<file path="src/rtl/sync_memory.sv">
// ----------------------------------------------------------------------------
// sync_memory
//   Simple-dual-port synchronous RAM with a registered read port, per-lane
//   write mask, selectable read-during-write behaviour and an optional
//   post-reset clear sequence that zeroes every word.
//
// Ports
//   aClock          rising-edge clock for all state
//   aReset          synchronous, active-high reset
//   aReadEnable     read request
//   aReadAddress    read word address
//   anOutReadData   registered read data (holds while no read completes)
//   anOutReadValid  one-cycle strobe marking anOutReadData as fresh
//   aWriteAddress   write word address
//   aWriteData      write data
//   aWriteMask      lane i enables bits [i*BYTE_WIDTH +: BYTE_WIDTH]
//   aWriteEnable    write request
//   anOutBusy       clear sequence running; all requests are ignored
// ----------------------------------------------------------------------------
module sync_memory #(
   parameter int DEPTH          = 16,
   parameter int SIZE           = 16,
   parameter int BYTE_WIDTH     = 8,
   parameter bit WRITE_FIRST    = 1'b0,
   parameter bit CLEAR_ON_RESET = 1'b1,
   localparam int MASK_WIDTH    = DEPTH / BYTE_WIDTH,
   localparam int ADDR_WIDTH    = (SIZE > 1) ? $clog2(SIZE) : 1
) (
   input  logic                  aClock,
   input  logic                  aReset,
   input  logic                  aReadEnable,
   input  logic [ADDR_WIDTH-1:0] aReadAddress,
   output logic [DEPTH-1:0]      anOutReadData,
   output logic                  anOutReadValid,
   input  logic [ADDR_WIDTH-1:0] aWriteAddress,
   input  logic [DEPTH-1:0]      aWriteData,
   input  logic [MASK_WIDTH-1:0] aWriteMask,
   input  logic                  aWriteEnable,
   output logic                  anOutBusy
);

   typedef enum logic [0:0] {
      IDLE  = 1'b0,
      CLEAR = 1'b1
   } state_t;

   localparam logic [ADDR_WIDTH-1:0] LAST_ADDR = ADDR_WIDTH'(SIZE - 1);

   state_t                  state_r;
   logic [ADDR_WIDTH-1:0]   clear_count_r;
   logic [DEPTH-1:0]        mem_r [SIZE];
   logic                    busy_r;
   logic                    read_valid_r;
   logic [DEPTH-1:0]        read_data_r;

   logic                    rd_in_range_s;
   logic                    wr_in_range_s;
   logic                    same_addr_s;
   logic [DEPTH-1:0]        wr_old_s;
   logic [DEPTH-1:0]        wr_merged_s;
   logic [DEPTH-1:0]        rd_word_s;

   // Replace the enabled lanes of old_word with the matching lanes of new_word.
   function automatic logic [DEPTH-1:0] merge_lanes(
      input logic [DEPTH-1:0]      old_word,
      input logic [DEPTH-1:0]      new_word,
      input logic [MASK_WIDTH-1:0] mask
   );
      logic [DEPTH-1:0] result;
      result = old_word;
      for (int i = 0; i < MASK_WIDTH; i++) begin
         if (mask[i]) begin
            result[i*BYTE_WIDTH +: BYTE_WIDTH] = new_word[i*BYTE_WIDTH +: BYTE_WIDTH];
         end else begin
            result[i*BYTE_WIDTH +: BYTE_WIDTH] = old_word[i*BYTE_WIDTH +: BYTE_WIDTH];
         end
      end
      return result;
   endfunction

   // Address decode, masked write merge and the word presented to the read register.
   always_comb begin
      rd_in_range_s = int'(aReadAddress) < SIZE;
      wr_in_range_s = int'(aWriteAddress) < SIZE;
      // Array reads are guarded so an out-of-range address never indexes past the end.
      if (wr_in_range_s) begin
         wr_old_s = mem_r[aWriteAddress];
      end else begin
         wr_old_s = {DEPTH{1'b0}};
      end
      wr_merged_s = merge_lanes(wr_old_s, aWriteData, aWriteMask);
      same_addr_s = aWriteEnable && wr_in_range_s && (aWriteAddress == aReadAddress);
      if (!rd_in_range_s) begin
         rd_word_s = {DEPTH{1'b0}};
      end else if (WRITE_FIRST && same_addr_s) begin
         // Forward the merged word so the read sees this edge's write.
         rd_word_s = wr_merged_s;
      end else begin
         rd_word_s = mem_r[aReadAddress];
      end
   end

   // Control FSM: clear sequence, write port and registered read port.
   always_ff @(posedge aClock) begin
      if (aReset) begin
         state_r       <= CLEAR_ON_RESET ? CLEAR : IDLE;
         busy_r        <= CLEAR_ON_RESET;
         clear_count_r <= {ADDR_WIDTH{1'b0}};
         read_data_r   <= {DEPTH{1'b0}};
         read_valid_r  <= 1'b0;
      end else begin
         case (state_r)
            CLEAR: begin
               mem_r[clear_count_r] <= {DEPTH{1'b0}};
               read_data_r          <= {DEPTH{1'b0}};
               read_valid_r         <= 1'b0;
               if (clear_count_r == LAST_ADDR) begin
                  state_r       <= IDLE;
                  busy_r        <= 1'b0;
                  clear_count_r <= {ADDR_WIDTH{1'b0}};
               end else begin
                  clear_count_r <= clear_count_r + ADDR_WIDTH'(1);
               end
            end
            IDLE: begin
               busy_r <= 1'b0;
               if (aWriteEnable && wr_in_range_s) begin
                  mem_r[aWriteAddress] <= wr_merged_s;
               end
               if (aReadEnable) begin
                  read_data_r  <= rd_word_s;
                  read_valid_r <= 1'b1;
               end else begin
                  read_valid_r <= 1'b0;
               end
            end
            default: begin
               state_r      <= IDLE;
               busy_r       <= 1'b0;
               read_valid_r <= 1'b0;
            end
         endcase
      end
   end

   assign anOutReadData  = read_data_r;
   assign anOutReadValid = read_valid_r;
   assign anOutBusy      = busy_r;

endmodule

</file>
<file path="config.mk">
export PLATFORM = sky130hd
export DESIGN_NAME = sync_memory
export DESIGN_NICKNAME = d
export VERILOG_FILES = /design/src/rtl/sync_memory.sv
export SDC_FILE = /design/constraint.sdc
export NUM_CORES = 1
export LEC_CHECK = 0
export ABC_AREA = 1
export CAP_MARGIN = 20
export CORE_UTILIZATION = 45
export DETAILED_ROUTE_END_ITERATION = 8
export SLEW_MARGIN = 10
export SYNTH_ARGS = -nofsm -noshare
export SYNTH_HDL_FRONTEND = slang
export SYNTH_SLANG_ARGS = --single-unit
</file>
<file path="constraint.sdc">
create_clock -name aClock -period 2.2 [get_ports aClock]
set_input_delay 0.22 -clock aClock [delete_from_list [all_inputs] [get_ports aClock]]
set_output_delay 0.22 -clock aClock [all_outputs]
set_load 0.01 [all_outputs]
</file>
==> results of run 1 <==
## layout make-up
class	count	area, um2	share of cell area [%]
clock buffers	34	744	5.40
repair buffers	116	1180	8.56
multi-input cells	689	2970	21.6
clock inverters	17	141	1.03
diodes	1	2.50	0.0181
inverters	50	189	1.37
flip-flops and latches	279	8150	59.1
well taps	330	413	2.99
## placed cells by master (no fill, tap or decap), types with 2 or more instances in the layout
cell type        count
edfxtp_1           256
clkinv_2             8
bufinv_16            2
dfxtp_1             23
a21oi_1              3
inv_2                2
buf_12              16
clkdlybuf4s50_1     45
clkbuf_16           29
nor2_2               4
nor2_1              82
clkbuf_1             5
clkinvlp_4           3
nand3_1            209
nor2_4               5
o21ai_2              6
nand2_1            367
o21ai_0              7
buf_4               54
clkinv_1             5
inv_1               46
nand3_2              2
## power breakdown
part / total (mW) / internal, mW / switching (mW)
registers: 5.79 / 5.77 / 0.0186
clock network: 4.59 / 2.64 / 1.95
logic: 0.670 / 0.231 / 0.440
total: 11.1 / 8.64 / 2.41
## state kept, by name, indices dropped and copies added (netlist names)
register        cells
mem_r             256
anOutReadData      16
clear_count_r       4
anOutBusy           1
anOutReadValid      1
state_r             1
## logic make-up after synthesis
group,Yosys count,synth area share (%)
adders and majority gates,1,0.108
AOI/OAI and AO/OA,17,0.951
buffers and inverters,110,3.94
DFF,279,70.4
and+or+nand+nor,671,24.6
## metrics by stage
step / instance area (um2) / total power, mW / hold slack [ns] / cells / setup TNS [ns]
6_report: 13800 / 11.1 / 0.440 / 1516 / 0
5_1_grt: 13800 / 11.4 / 0.488 / 1515 / 0
4_1_cts: 13800 / 11.1 / 0.440 / 1515 / 0
3_3_place_gp: 12900 / 6.56 / 0.458 / 1464 / 0
2_1_floorplan: 11600 / 6.32 / 0.330 / 1078 / 0
3_5_place_dp: 12900 / 6.57 / 0.457 / 1464 / -0.0818
## worst max-delay path, cell delays in order (launching register included)
cell and delay [ns]:
dfxtp_1 0.33, nor2_4 0.15, nand3_2 0.11, nand2_4 0.15, buf_4 0.14, o21ai_2 0.06, nor2_2 0.20, nand2_1 0.14
nor2_1 0.12, buf_4 0.19
## how the worst max path moves through the flow
stage	from	to	slack [ns]	cells after the start
detailed placement	aReset	mem_r[10][4]$_DFFE_PP_	-0.01	10
global placement	aReset	mem_r[10][4]$_DFFE_PP_	0.03	10
global route	state_r$_SDFF_PP1_	mem_r[10][15]$_DFFE_PP_	0.16	9
CTS	state_r$_SDFF_PP1_	mem_r[10][4]$_DFFE_PP_	0.32	9
floorplan	state_r$_SDFF_PP1_	mem_r[10][0]$_DFFE_PP_	0.30	9
finish	state_r$_SDFF_PP1_	mem_r[10][4]$_DFFE_PP_	0.32	9
## routing by layer
| metal | vias to the layer above | GRT usage (%) |
|---|---|---|
| met5 | - | 0 |
| met3 | 34 | 3.67 |
| li1 | 3834 | - |
| met4 | 0 | 5.66 |
| met2 | 222 | 33.0 |
| met1 | 3593 | 31.3 |
==> impl_metrics.ini, run 1 <==
[run_status]
status = finished clean

[global_routing]
grt_pass1_vias = 7582
grt_max_degree = 129
antenna_found_initial = 0
grt.overflow.total = 0
grt_first_pass_wirelength_mm = 42.4
grt_util_all_layers_pct = 21.4

[routing]
drt_wl_total_mm = 26.9
wl_met2_mm = 12.1
m1WireLength_mm = 12.6
routed.top_layer = met4
dr_wl_met3_mm = 1.78
vias_per_cell = 5.07
vias = 7683
firstDrtPassIters = 5
drc = 0
routedWlPerCell_um = 17.8
drtIter0Drc = 621
final_antenna_net_count = 0

[clocking]
ctsHtreeMaxLevel = 1
insertion_delay_ns = 0.55
cts_tree = built
root_buffer = clkbuf_16
hold_buffers = 0
cts_sinks = 279
cts_resized = 0
path_clk_slew_ns = 0.06
numCtsBuffers = 29
clk_path_buf_depth = 3
cts_setup_buffers = 0

[placed_design]
dpl.hpwl_mm = 17.6
detailedPlace.worstSlack_ns = -0.0102
gp_congestion = 0.845
port_buffers = 47

[setup_path]
critPathKind = flop to flop
required_ns = 2.46
worstReg2RegStart = state_r$_SDFF_PP1_
end_kind = flop
critPathMaxFanout = 11
cp.arrival_ns = 2.14
reg2reg_slack_ns = 0.32
reg2reg_depth = 9
setup.worst_path.start_class = flop
rr_endpoint = mem_r[10][4]$_DFFE_PP_

[synthesis]
syn_inst = 1078
async_reset_ff_share_pct = 0
synth.top_cell.area_share_pct = 66.4
syn-num-nets = 1109
synthDistinctLibCells = 22
synthFlopType = edfxtp_1
synth_area_leaders = edfxtp_1 (66%), nand2_1 (12%), nand3_1 (9.0%)
synth_area_um2 = 11600
synth.top_cells.by_count = nand2_1 (367), edfxtp_1 (256), nand3_1 (209), nor2_1 (82), inv_1 (47)
synth_edf_count = 256
syn_avg_cell_area_um2 = 10.7
synth.most_common_cell = nand2_1
ys_warn_count = 0
yosysTopAreaCell = edfxtp_1
yosys_register_bits = 279
yosysSeqAreaShare_pct = 70.4

[floorplan]
fp.dieH_um = 162
die_area_um2 = 26400
core_area_um2 = 25200
boundaryPins = 48
die_w_um = 162
start_util_pct = 46.0
num_rows = 58

[run]
cap_violations = 0

[sta]
maxSlewViolCount = 0
finalClockSkew_ns = 0.00660
period_share_pct = 85.6
layout_min_cycle_time_ns = 1.88
finalHoldViolCount = 0
rsz0062_at_grt = no
worst_pin_slew_ns = 0.629
fmax_ghz = 0.531
setup_ws_ns = 0.316
slew_headroom_pct = 58.0
setup_violations = 0

[layout]
fill_cells = 2174
syn_to_final_growth_pct = 19.1
fin_util_pct = 54.8
drive_above_1_share_pct = 11.3
nets = 1196

[min_path]
worstHoldStart = aReadAddress[1]
hold_end = anOutReadData[15]$_SDFFE_PP0P_
hold_path_class = primary input to flop
holdPathStages = 9

[power]
cellLeakagePower_nw = 5.35
p_per_area_nw_per_um2 = 801
ir_drop_mv = 0.481
No activity file was read; power rests on OpenSTA's default activity.
==> inputs of run 2 (changes only) <==
--- a/config.mk
+++ b/config.mk
@@ -9,6 +9,7 @@
 export CAP_MARGIN = 20
 export CORE_UTILIZATION = 45
 export DETAILED_ROUTE_END_ITERATION = 8
+export GPL_ROUTABILITY_DRIVEN = 0
 export SLEW_MARGIN = 10
 export SYNTH_ARGS = -nofsm -noshare
 export SYNTH_HDL_FRONTEND = slang
==> results of run 2 <==
Final layout, timing and power as in run 1 (identical DEF).
==> inputs of run 3 (changes only) <==
--- a/config.mk
+++ b/config.mk
@@ -10,6 +10,7 @@
 export CORE_UTILIZATION = 45
 export DETAILED_ROUTE_END_ITERATION = 8
 export GPL_ROUTABILITY_DRIVEN = 0
+export PLACE_DENSITY_LB_ADDON = 0.1
 export SLEW_MARGIN = 10
 export SYNTH_ARGS = -nofsm -noshare
 export SYNTH_HDL_FRONTEND = slang
==> run 3 against run 2 <==
  * Global-route usage grew 0.097 points
  * Register-to-register slack got worse by 0.03 ns
  * Final area is 1.1% higher
  * Critical path depth is the same
  * Core utilization up 0.58 points
  * Hold slack improved by 0.030 ns
  * Largest power group unchanged
==> impl_metrics.ini, run 3 (synthesized netlist as in run 1, its figures left out) <==
[run_status]
status = finished clean

[floorplan]
die_w_um = 162
boundaryPins = 48
die_area_um2 = 26400
num_rows = 58
fp.dieH_um = 162
core_area_um2 = 25200
start_util_pct = 46.0

[routing]
vias = 7761
firstDrtPassIters = 5
routedWlPerCell_um = 17.9
vias_per_cell = 5.12
drc = 0
drtIter0Drc = 619
final_antenna_net_count = 0
drt_wl_total_mm = 27.2

[layout]
largest_reg_flops = 256
drive_above_1_share_pct = 11.6
fin_util_pct = 55.4
regMostFlops = mem_r
final_common_cell = nand2_1
final_cell_mix = nand2_1 (367), edfxtp_1 (256), nand3_1 (209)
nets = 1195
syn_to_final_growth_pct = 20.4
diodes = 0

[global_routing]
grt_first_pass_wirelength_mm = 42.3
grt_util_all_layers_pct = 21.5
antenna_found_initial = 0
grt.overflow.total = 0
grt_pass1_vias = 7225
grt_max_degree = 65

[clocking]
numCtsBuffers = 29
cts_setup_buffers = 0
hold_buffers = 0
cts_resized = 0
insertion_delay_ns = 0.53
ctsHtreeMaxLevel = 1
root_buffer = clkbuf_16
cts_tree = built
clk_path_buf_depth = 3
cts_sinks = 279
path_clk_slew_ns = 0.06

[setup_path]
required_ns = 2.44
crit_path_end = mem_r[1][10]$_DFFE_PP_
cp.arrival_ns = 2.15
reg2reg_depth = 9
rr_endpoint = mem_r[1][10]$_DFFE_PP_
end_kind = flop
reg2reg_slack_ns = 0.29
crit_path_start = state_r$_SDFF_PP1_
critPathKind = flop to flop
critPathMaxFanout = 10
setup.worst_path.start_class = flop
worstReg2RegStart = state_r$_SDFF_PP1_

[sta]
fmax_ghz = 0.523
layout_min_cycle_time_ns = 1.91
setup_violations = 0
tns_ns = 0
hold_slack_ns = 0.470
rsz0062_at_grt = no
finalHoldViolCount = 0
maxSlewViolCount = 0
period_share_pct = 86.9
finalClockSkew_ns = 0.0116
slew_headroom_pct = 58.5
worst_pin_slew_ns = 0.622

[power]
ir_drop_mv = 0.479
p_per_area_nw_per_um2 = 827
cellLeakagePower_nw = 5.40

[min_path]
hold_path_class = primary input to flop

[placed_design]
dpl.hpwl_mm = 17.4
port_buffers = 47

[run]
cap_violations = 0
## run 3: worst min-delay path by stage
stage | startpoint | endpoint | cells after the start
after floorplan | aReset | anOutBusy$_SDFFE_PP1N_ | 1
after global placement | anOutBusy$_SDFFE_PP1N_ | anOutBusy$_SDFFE_PP1N_ | 1
after detailed placement | anOutBusy$_SDFFE_PP1N_ | anOutBusy$_SDFFE_PP1N_ | 1
after CTS | aReset | anOutBusy$_SDFFE_PP1N_ | 3
after global routing | aReset | anOutBusy$_SDFFE_PP1N_ | 3
final | aReset | anOutBusy$_SDFFE_PP1N_ | 3
## run 3: report_power, final
part / switching (mW) / internal (mW)
clock network: 1.97 / 3.08
logic: 0.450 / 0.233
registers: 0.0187 / 5.77
## run 3: stage by stage
stage / setup slack (ns) / power (mW) / cell area, um2 / cells
finish: 0.288 / 11.5 / 13900 / 1516
detailed placement: -0.0257 / 6.58 / 12900 / 1463
CTS: 0.304 / 11.6 / 13900 / 1516
global placement: 0.00353 / 6.58 / 12900 / 1463
global route: 0.137 / 11.9 / 13900 / 1516
floorplan: 0.302 / 6.32 / 11600 / 1078
## run 3: area by class of cell
class                      instances  area [um2]
fill                            2158       11200
sequential                       279        8150
multi-input combinational        689        2970
timing repair buffer             115        1210
clock buffer                      35         768
tap                              330         413
clock inverter                    18         236
inverter                          50         189
## run 3: routing by layer
metal  part of all wire, %  global-route usage, %  up-vias
met5                     0                      0        -
met4                  0.81                   3.52        0
met3                   6.7                   2.93       16
met2                    44                   31.7      291
met1                    48                   34.1     3630
li1                      -                      -     3824
## run 3: worst max-delay path, stage by stage, from the launching register on
cell	delay, ns
dfxtp_1	0.34
nor2_4	0.14
nand3_2	0.11
nand2_4	0.13
buf_4	0.19
o21ai_2	0.08
nor2_2	0.20
nand2_1	0.12
nor2_1	0.12
buf_4	0.18
